### src/rtl/isi_hist_ctrl.sv
// Inter-spike-interval histogram controller: read-modify-write bin increments against an
// external 2-cycle-latency RAM, with clear sweep and readout. Define ISI_HIST_SAT_EN to saturate bins.
module isi_hist_ctrl #(
    parameter int BIT_ISI = 8,
    parameter int BIT_ACC = 19
) (
    input  logic               clk,
    input  logic               clr_n,
    input  logic               ev_valid,
    output logic               ev_ready,
    input  logic [BIT_ISI-1:0] ev_bin,
    output logic [BIT_ISI-1:0] ram_raddr,
    input  logic [BIT_ACC-1:0] ram_rdata,
    output logic               ram_we,
    output logic [BIT_ISI-1:0] ram_waddr,
    output logic [BIT_ACC-1:0] ram_wdata,
    input  logic               clr_req,
    input  logic               dump_req,
    input  logic               dump_clr,
    output logic               busy,
    output logic               dump_valid,
    output logic [BIT_ISI-1:0] dump_bin,
    output logic [BIT_ACC-1:0] dump_data,
    output logic               ovf
);

    localparam logic [1:0] ST_CLEAR = 2'd0;
    localparam logic [1:0] ST_RUN   = 2'd1;
    localparam logic [1:0] ST_DRAIN = 2'd2;
    localparam logic [1:0] ST_DUMP  = 2'd3;

    localparam logic [BIT_ISI-1:0] BIN_LAST = '1;
    localparam logic [BIT_ISI-1:0] BIN_ONE  = BIT_ISI'(1);
    localparam logic [BIT_ACC-1:0] ACC_MAX  = '1;
    localparam logic [BIT_ACC-1:0] ACC_ONE  = BIT_ACC'(1);

    logic [1:0]         state;
    logic [BIT_ISI-1:0] bin_cnt;
    logic               armed;
    logic               drain_to_clr;
    logic               dclr_q;
    logic               dump_stop;
    logic               ovf_q;

    // Event pipeline: stage 1 = read issued last cycle, stage 2 = read data present now.
    logic               p1_vld, p2_vld;
    logic [BIT_ISI-1:0] p1_bin, p2_bin;
    logic               d1_vld, d2_vld;
    logic [BIT_ISI-1:0] d1_bin, d2_bin;

    // Writes of the previous (fw1) and second-previous (fw2) cycle, for read-after-write bypass.
    logic               fw1_vld, fw2_vld;
    logic [BIT_ISI-1:0] fw1_addr, fw2_addr;
    logic [BIT_ACC-1:0] fw1_data, fw2_data;

    logic               accept;
    logic [BIT_ACC-1:0] operand;
    logic [BIT_ACC-1:0] inc;
    logic               at_max;

    assign ev_ready   = (state == ST_RUN);
    assign busy       = (state != ST_RUN);
    assign accept     = ev_valid & ev_ready;
    assign dump_valid = d2_vld;
    assign dump_bin   = d2_bin;
    assign dump_data  = d2_vld ? ram_rdata : '0;
    assign ovf        = ovf_q;

    // NOTE: every always_comb output gets a default first so no path can infer a latch.
    always_comb begin
        ram_raddr = '0;
        if (state == ST_RUN)
            ram_raddr = ev_bin;
        else if (state == ST_DUMP && !dump_stop)
            ram_raddr = bin_cnt;
    end

    // The newer write wins; the RAM read issued two cycles ago cannot see either write.
    always_comb begin
        operand = ram_rdata;
        if (fw1_vld && fw1_addr == p2_bin)
            operand = fw1_data;
        else if (fw2_vld && fw2_addr == p2_bin)
            operand = fw2_data;
        at_max = (operand == ACC_MAX);
`ifdef ISI_HIST_SAT_EN
        inc = at_max ? ACC_MAX : operand + ACC_ONE;
`else
        inc = operand + ACC_ONE;
`endif
    end

    always_comb begin
        ram_we    = 1'b0;
        ram_waddr = '0;
        ram_wdata = '0;
        if (state == ST_CLEAR && armed) begin
            ram_we    = 1'b1;
            ram_waddr = bin_cnt;
        end else if (p2_vld) begin
            ram_we    = 1'b1;
            ram_waddr = p2_bin;
            ram_wdata = inc;
        end else if (d2_vld && dclr_q) begin
            ram_we    = 1'b1;
            ram_waddr = d2_bin;
        end
    end

    // NOTE: sequential state uses non-blocking assignments so all registers update together.
    always_ff @(posedge clk or negedge clr_n) begin
        if (!clr_n) begin
            state        <= ST_CLEAR;
            bin_cnt      <= '0;
            armed        <= 1'b0;
            drain_to_clr <= 1'b0;
            dclr_q       <= 1'b0;
            dump_stop    <= 1'b0;
            ovf_q        <= 1'b0;
            p1_vld       <= 1'b0;
            p2_vld       <= 1'b0;
            p1_bin       <= '0;
            p2_bin       <= '0;
            d1_vld       <= 1'b0;
            d2_vld       <= 1'b0;
            d1_bin       <= '0;
            d2_bin       <= '0;
            fw1_vld      <= 1'b0;
            fw2_vld      <= 1'b0;
            fw1_addr     <= '0;
            fw2_addr     <= '0;
            fw1_data     <= '0;
            fw2_data     <= '0;
        end else begin
            // armed holds off the first clear write until one edge after reset release.
            armed    <= 1'b1;
            fw1_vld  <= ram_we;
            fw1_addr <= ram_waddr;
            fw1_data <= ram_wdata;
            fw2_vld  <= fw1_vld;
            fw2_addr <= fw1_addr;
            fw2_data <= fw1_data;
            p1_vld   <= accept;
            p1_bin   <= ev_bin;
            p2_vld   <= p1_vld;
            p2_bin   <= p1_bin;
            d1_vld   <= 1'b0;
            d2_vld   <= d1_vld;
            d2_bin   <= d1_bin;

            if (p2_vld && at_max)
                ovf_q <= 1'b1;

            case (state)
                ST_CLEAR: begin
                    ovf_q <= 1'b0;
                    if (armed) begin
                        bin_cnt <= bin_cnt + BIN_ONE;
                        if (bin_cnt == BIN_LAST)
                            state <= ST_RUN;
                    end
                end
                ST_RUN: begin
                    if (clr_req) begin
                        state        <= ST_DRAIN;
                        drain_to_clr <= 1'b1;
                    end else if (dump_req) begin
                        state        <= ST_DRAIN;
                        drain_to_clr <= 1'b0;
                        dclr_q       <= dump_clr;
                    end
                end
                ST_DRAIN: begin
                    if (clr_req)
                        drain_to_clr <= 1'b1;
                    if (!p1_vld && !p2_vld) begin
                        bin_cnt   <= '0;
                        dump_stop <= 1'b0;
                        state     <= (drain_to_clr || clr_req) ? ST_CLEAR : ST_DUMP;
                    end
                end
                ST_DUMP: begin
                    if (clr_req) begin
                        // The beat on the port this cycle completes; reads still in flight are dropped.
                        state   <= ST_CLEAR;
                        bin_cnt <= '0;
                        d2_vld  <= 1'b0;
                    end else if (!dump_stop) begin
                        d1_vld  <= 1'b1;
                        d1_bin  <= bin_cnt;
                        bin_cnt <= bin_cnt + BIN_ONE;
                        if (bin_cnt == BIN_LAST)
                            dump_stop <= 1'b1;
                    end else if (d2_vld && !d1_vld) begin
                        state <= ST_RUN;
                    end
                end
                default: state <= ST_CLEAR;
            endcase
        end
    end

endmodule

### config.mk
export PLATFORM = sky130hd
export DESIGN_NAME = isi_hist_ctrl
export DESIGN_NICKNAME = d
export VERILOG_FILES = /design/src/rtl/isi_hist_ctrl.sv
export SDC_FILE = /design/constraint.sdc
export NUM_CORES = 1
export LEC_CHECK = 0
export ABC_AREA = 1
export BUFFER_PORTS_ARGS = -buffer_cell sky130_fd_sc_hd__buf_4
export CELL_PAD_IN_SITES_DETAIL_PLACEMENT = 0
export CELL_PAD_IN_SITES_GLOBAL_PLACEMENT = 1
export CORE_UTILIZATION = 44
export CTS_CLUSTER_DIAMETER = 80
export DETAILED_ROUTE_END_ITERATION = 12
export GPL_TIMING_DRIVEN = 0
export HOLD_SLACK_MARGIN = 0.05
export PLACE_DENSITY_LB_ADDON = 0.1
export SLEW_MARGIN = 40
export SYNTH_ARGS = -nofsm -noshare
export SYNTH_HDL_FRONTEND = slang
export SYNTH_SLANG_ARGS = --single-unit
### constraint.sdc
create_clock -name clk -period 4.94 [get_ports clk]
set_clock_uncertainty 0.2 [all_clocks]
set_input_delay 0.988 -clock clk [delete_from_list [all_inputs] [get_ports clk]]
set_output_delay 0.988 -clock clk [all_outputs]
set_load 0.01 [all_outputs]
==> results of run 1 <==
-- through the flow --
step / area, um2 / total power (uW) / std cells
3_5_place_dp: 6420 / 1900 / 977
5_1_grt: 6740 / 2760 / 994
6_report: 6740 / 2600 / 994
4_1_cts: 6710 / 2610 / 993
2_1_floorplan: 5460 / 1590 / 710
3_3_place_gp: 6410 / 1880 / 977
-- critical path, stage by stage (launching register included) --
cell and delay (ns):
dfrtp_1 0.42, inv_1 0.12, nor2_1 0.08, nor3_4 0.43, nand3_4 0.22, nand2_1 0.13, nand3_2 0.07, nand2_2 0.08
ha_1 0.19, nand3_1 0.17, nor2_2 0.21, nand2_2 0.11, inv_2 0.09, a21oi_1 0.06, nor2_1 0.21, buf_4 0.17
-- logic make-up (layout without fill, tap and decap cells) --
family | count (synthesis) | after routing | share of synthesized area
compound gates | 73 | 73 | 0.0834
xor+xnor | 3 | 3 | 0.00482
fa+ha+maj | 2 | 2 | 0.00458
buf+inv | 143 | 259 | 0.103
flops | 107 | 107 | 0.491
mux | 1 | 1 | 0.00206
other cells | 1 | 1 | 0.000687
simple gates | 380 | 380 | 0.311
-- routing by layer --
layer	track usage	vias up
met5	0	-
met4	0.0763	0
met3	0.0223	19
met2	0.357	122
met1	0.340	2284
li1	-	2431
-- sequential cells by signal (all words and copies together) (netlist names), 2 cells and up --
signal and count:
bin_cnt 8, d1_bin 8, dump_bin 8, fw1_addr 8, fw1_data 19, fw2_addr 8, fw2_data 19, p1_bin 8
p2_bin 8, state 2
-- layout make-up --
type                       instances  area, um2  share of cell area
buffer                            11       65.1             0.00965
clock inverter                     6       53.8             0.00798
multi-input combinational        460       2220               0.329
timing repair buffer             100        778               0.115
clock buffer                      10        239              0.0355
inverter                         132        497              0.0737
tap                              168        210              0.0312
sequential                       107       2680               0.397
-- power by group --
| group | switching, uW | total [uW] | internal [uW] |
|---|---|---|---|
| Combinational | 435 | 717 | 282 |
| Clock | 346 | 712 | 366 |
| Sequential | 124 | 1170 | 1050 |
-- how the worst min path moves through the flow --
stage | slack (ns) | start | endpoint | cells past startpoint
floorplan | 0.13 | p1_bin[0] | p2_bin[0] | 0
global placement | 0.13 | p1_bin[1] | p2_bin[1] | 0
detailed placement | 0.14 | p1_bin[6] | p2_bin[6] | 0
CTS | 0.15 | p1_bin[6] | p2_bin[6] | 0
global route | 0.16 | p1_bin[4] | p2_bin[4] | 0
finish | 0.15 | p1_bin[4] | p2_bin[4] | 0
-- cell usage in the layout (no fill, tap or decap), types with 4 or more instances in the layout --
master | Yosys | routed
a32o_1 | 7 | 7
inv_2 | 7 | 7
o221ai_1 | 8 | 8
inv_1 | 122 | 122
buf_2 | 4 | 4
nor2_1 | 69 | 69
dfrtp_1 | 107 | 107
nand3_1 | 53 | 53
or2_2 | 4 | 4
buf_4 | 1 | 99
clkbuf_1 | 4 | 4
nor2_2 | 14 | 14
o21ai_0 | 32 | 32
nand2_1 | 204 | 204
nand4_1 | 4 | 4
nand2_2 | 15 | 15
clkbuf_16 | 0 | 9
a21oi_1 | 15 | 15
==> results.yml, run 1 <==
sta:
  relSlewSlack: 0.552
  drv_slew: 0
  rsz0062_at_grt: "no"
  fmax_ghz: 0.233
  finalSetupViolations: 0
  min_period_ns: 4.29
  final-hold-violation-count: 0
  post-route-period-util: 0.869
  setup_tns_ns: 0
  tightest_slew_ns: 0.669
  holdWs_ns: 0.152
  setup_ws_ns: 0.648
floorplan:
  start_util: 0.452
  dieArea_um2: 12900
  row_count: 40
  io_pins: 100
  die_x_um: 113
  die_y_um: 113
  core_um2: 12100
cts:
  clk_path_buf_depth: 2
  cts_tree: "done"
  cts-root-buf: "clkbuf_16"
  clock_sinks: 107
  cts.htree.levels: 3
  cts_setup_buffers: 0
  postCtsResizedCells: 0
  cts-buffers-inserted: 9
  clk_latency_ns: 0.35
  ctsHoldBuffers: 0
  clkTransAtPathRegs_ns: 0.08
synthesis:
  syn-num-nets: 745
  synth-seq-cells: 107
  synth.most_common_cell: "nand2_1"
  yosysWarnings: 0
  synthDistinctLibCells: 44
  async_flop_share: 1.00
  syn_avg_cell_area_um2: 7.69
  synthCells: 710
  synth_top_area_share: 0.491
  synth-edff-count: 0
  ys.flop_type: "dfrtp_1"
  yosys.area.top_type: "dfrtp_1"
  netlist_top_cells_count: "nand2_1, inv_1, dfrtp_1"
  synth.area.top_cells: "dfrtp_1, nand2_1, inv_1"
  ys_seq_area_frac: 0.491
  synth_area_um2: 5460
cells_and_area:
  n_antenna_cell: 0
  postLayoutCoreUtil: 0.559
  area_delta_synth_final_pct: 23.5
  layout-drive-gt1-share: 0.217
  fill_cells: 1178
  nNetsFinal: 856
setup_path:
  r2r_cells: 14
  worstSetupEndpoint: "ram_wdata[14]"
  crit_start: "p2_bin[4]"
  arrival_ns: 3.10
  r2r_slack_ns: 2.05
  cp_max_fo: 9
  critPathCaptureType: "output port"
  rr_startpoint: "p2_bin[4]"
  r2r_end: "fw1_data[14]"
  cp-start-kind: "register"
  criticalPathCategory: "reg2out"
  critPathRequiredTime_ns: 3.75
route:
  drt_first_iter_violations: 232
  ant_nets: 0
  route.vias.total: 4856
  firstDrtPassIters: 5
  via_per_inst: 4.89
  drcViolationCount: 0
  wl_met3_um: 560
  wl_met1_mm: 6.90
  avgRoutedWirePerCell_um: 14.1
  dr_wl_met2_mm: 6.33
  finalWirelength_mm: 14.0
  top_layer_used: "met4"
grt:
  antenna_found_initial: 0
  grtUsageTotal: 0.230
  grt.overflow.total: 0
  grt_pass1_wl_mm: 23.1
  grt_pass1_vias: 4635
  grt_max_degree: 108
job:
  maxCapViolations: 0
min_path:
  hold_path.class: "reg2reg"
place:
  gp_congestion: 0.908
  portBuffers: 99
  hpwlAfterDp_mm: 10.8
  place_ws_ns: 1.06
pwr:
  ir_drop_uv: 231
  p_leak_uw: 0.00366
  power_density_nw_per_um2: 386
outcome:
  status: "finished clean"
(Power assumes the default switching activity.)
==> inputs of run 2 (changes only) <==
--- a/config.mk
+++ b/config.mk
@@ -9,12 +9,13 @@
 export BUFFER_PORTS_ARGS = -buffer_cell sky130_fd_sc_hd__buf_4
 export CELL_PAD_IN_SITES_DETAIL_PLACEMENT = 0
 export CELL_PAD_IN_SITES_GLOBAL_PLACEMENT = 1
-export CORE_UTILIZATION = 44
+export CORE_UTILIZATION = 30
 export CTS_CLUSTER_DIAMETER = 80
 export DETAILED_ROUTE_END_ITERATION = 12
 export GPL_TIMING_DRIVEN = 0
 export HOLD_SLACK_MARGIN = 0.05
 export PLACE_DENSITY_LB_ADDON = 0.1
+export RECOVER_POWER = 100
 export SLEW_MARGIN = 40
 export SYNTH_ARGS = -nofsm -noshare
 export SYNTH_HDL_FRONTEND = slang
==> results.yml, run 2 (synthesis gave the netlist of run 1 again) <==
setup_path:
  arrival_ns: 3.34
  r2r_cells: 12
  critPathRequiredTime_ns: 3.75
  r2r_slack_ns: 1.77
  criticalPathCategory: "reg2out"
  critPathCaptureType: "output port"
  cp_max_fo: 9
  rr_startpoint: "p2_bin[4]"
  cp-start-kind: "register"
  crit_start: "p2_bin[4]"
route:
  avgRoutedWirePerCell_um: 14.5
  route.vias.total: 4715
  ant_nets: 0
  drt_first_iter_violations: 193
  finalWirelength_mm: 15.3
  via_per_inst: 4.49
  firstDrtPassIters: 4
  drcViolationCount: 0
pwr:
  power_density_nw_per_um2: 403
  power_frac_comb: 0.248
  ir_drop_uv: 185
  clock_power_share: 0.307
  intPower_uw: 1720
  power_uw: 2640
  power_switching_uw: 924
  pwr-share-seq: 0.445
  p_leak_uw: 0.00337
  p_sw_frac: 0.350
cts:
  cts_setup_buffers: 0
  clock_sinks: 107
  clk_latency_ns: 0.36
  postCtsResizedCells: 0
  ctsHoldBuffers: 0
  cts_tree: "done"
  clkTransAtPathRegs_ns: 0.07
  cts.htree.levels: 3
  cts-buffers-inserted: 9
  clk_path_buf_depth: 2
  cts-root-buf: "clkbuf_16"
sta:
  fmax_ghz: 0.221
  tightest_slew_ns: 2.43
  drv_slew: 43
  relSlewSlack: -0.619
  finalSetupViolations: 0
  final-hold-violation-count: 0
  min_period_ns: 4.52
  setup_tns_ns: 0
  post-route-period-util: 0.916
  rsz0062_at_grt: "no"
job:
  maxCapViolations: 1
grt:
  grt_pass1_vias: 4605
  grt_pass1_wl_mm: 24.5
  grt_max_degree: 108
  grtUsageTotal: 0.174
  antenna_found_initial: 0
  grt.overflow.total: 0
cells_and_area:
  fin_area_um2: 6550
  n_antenna_cell: 0
  nNetsFinal: 856
  final_common_cell: "nand2_1"
  area_delta_synth_final_pct: 19.9
  reg.largest.list: "fw1_data x19, fw2_data x19"
  instances_no_fill: 1051
  layout_common_cells: "nand2_1, inv_1, dfrtp_1"
  layout-drive-gt1-share: 0.116
  postLayoutCoreUtil: 0.373
min_path:
  hold_path.class: "reg2reg"
  holdPathStages: 0
  min_from: "p1_bin[5]"
place:
  portBuffers: 99
  gp_congestion: 0.867
  placed_cell_area_um2: 6490
  dp_cells: 1034
  hpwlAfterDp_mm: 12.0
floorplan:
  core_um2: 17500
  start_util: 0.311
  die_y_um: 137
  row_count: 48
  dieArea_um2: 18700
  die_x_um: 137
  io_pins: 100
outcome:
  violations: "max-capacitance violations, max-slew violations"
  status: "complete, but fails checks"
## run 2: layout make-up
type                       instances  area (um2)
fill                            1926       11000
sequential                       107        2680
multi-input combinational        460        2200
timing repair buffer             100         497
inverter                         132         497
tap                              225         282
clock buffer                       9         225
clock inverter                     7         106
buffer                            11        58.8
## run 2: final timing paths
kind                                 to
hold / removal                p2_bin[5]
min in group asynchronous    bin_cnt[5]
hold reg to reg               p2_bin[5]
max in group asynchronous  fw1_data[14]
setup / recovery           ram_wdata[8]
setup reg to reg                    ovf
## run 2: routing by layer
metal | GRT usage | up-vias | routed length [um]
met2 | 0.270 | 92 | 6800
met4 | 0.0653 | 0 | 249
met3 | 0.0196 | 15 | 602
met1 | 0.249 | 2178 | 7630
li1 | - | 2430 | -
met5 | 0 | - | 0
## run 2: power by group through the flow
| stage | clock (uW) | combinational [uW] | sequential (uW) |
|---|---|---|---|
| 2_1_floorplan | 0 | 428 | 1160 |
| 3_3_place_gp | 0 | 721 | 1190 |
| 3_5_place_dp | 0 | 729 | 1190 |
| 4_1_cts | 834 | 731 | 1180 |
| 5_1_grt | 871 | 748 | 1200 |
| 6_report | 811 | 654 | 1180 |
## run 2: worst max-delay path, cell delays in order (launching register included)
cell and delay, ns:
dfrtp_1 0.42, inv_1 0.12, nor2_1 0.08, nor3_4 0.48
nand3_4 0.24, nand2_1 0.15, nand3_2 0.06, nand2_1 0.10
ha_1 0.20, nand3_1 0.14, nor3_1 0.51, nor2_1 0.08
a21oi_1 0.21, clkbuf_1 0.18
## run 2: stage by stage
step / worst slack (ns) / hold WS (ns)
2_1_floorplan: 1.66 / 0.131
3_3_place_gp: 0.954 / 0.135
3_5_place_dp: 0.934 / 0.135
4_1_cts: 0.523 / 0.154
5_1_grt: 0.135 / 0.155
6_report: 0.415 / 0.152
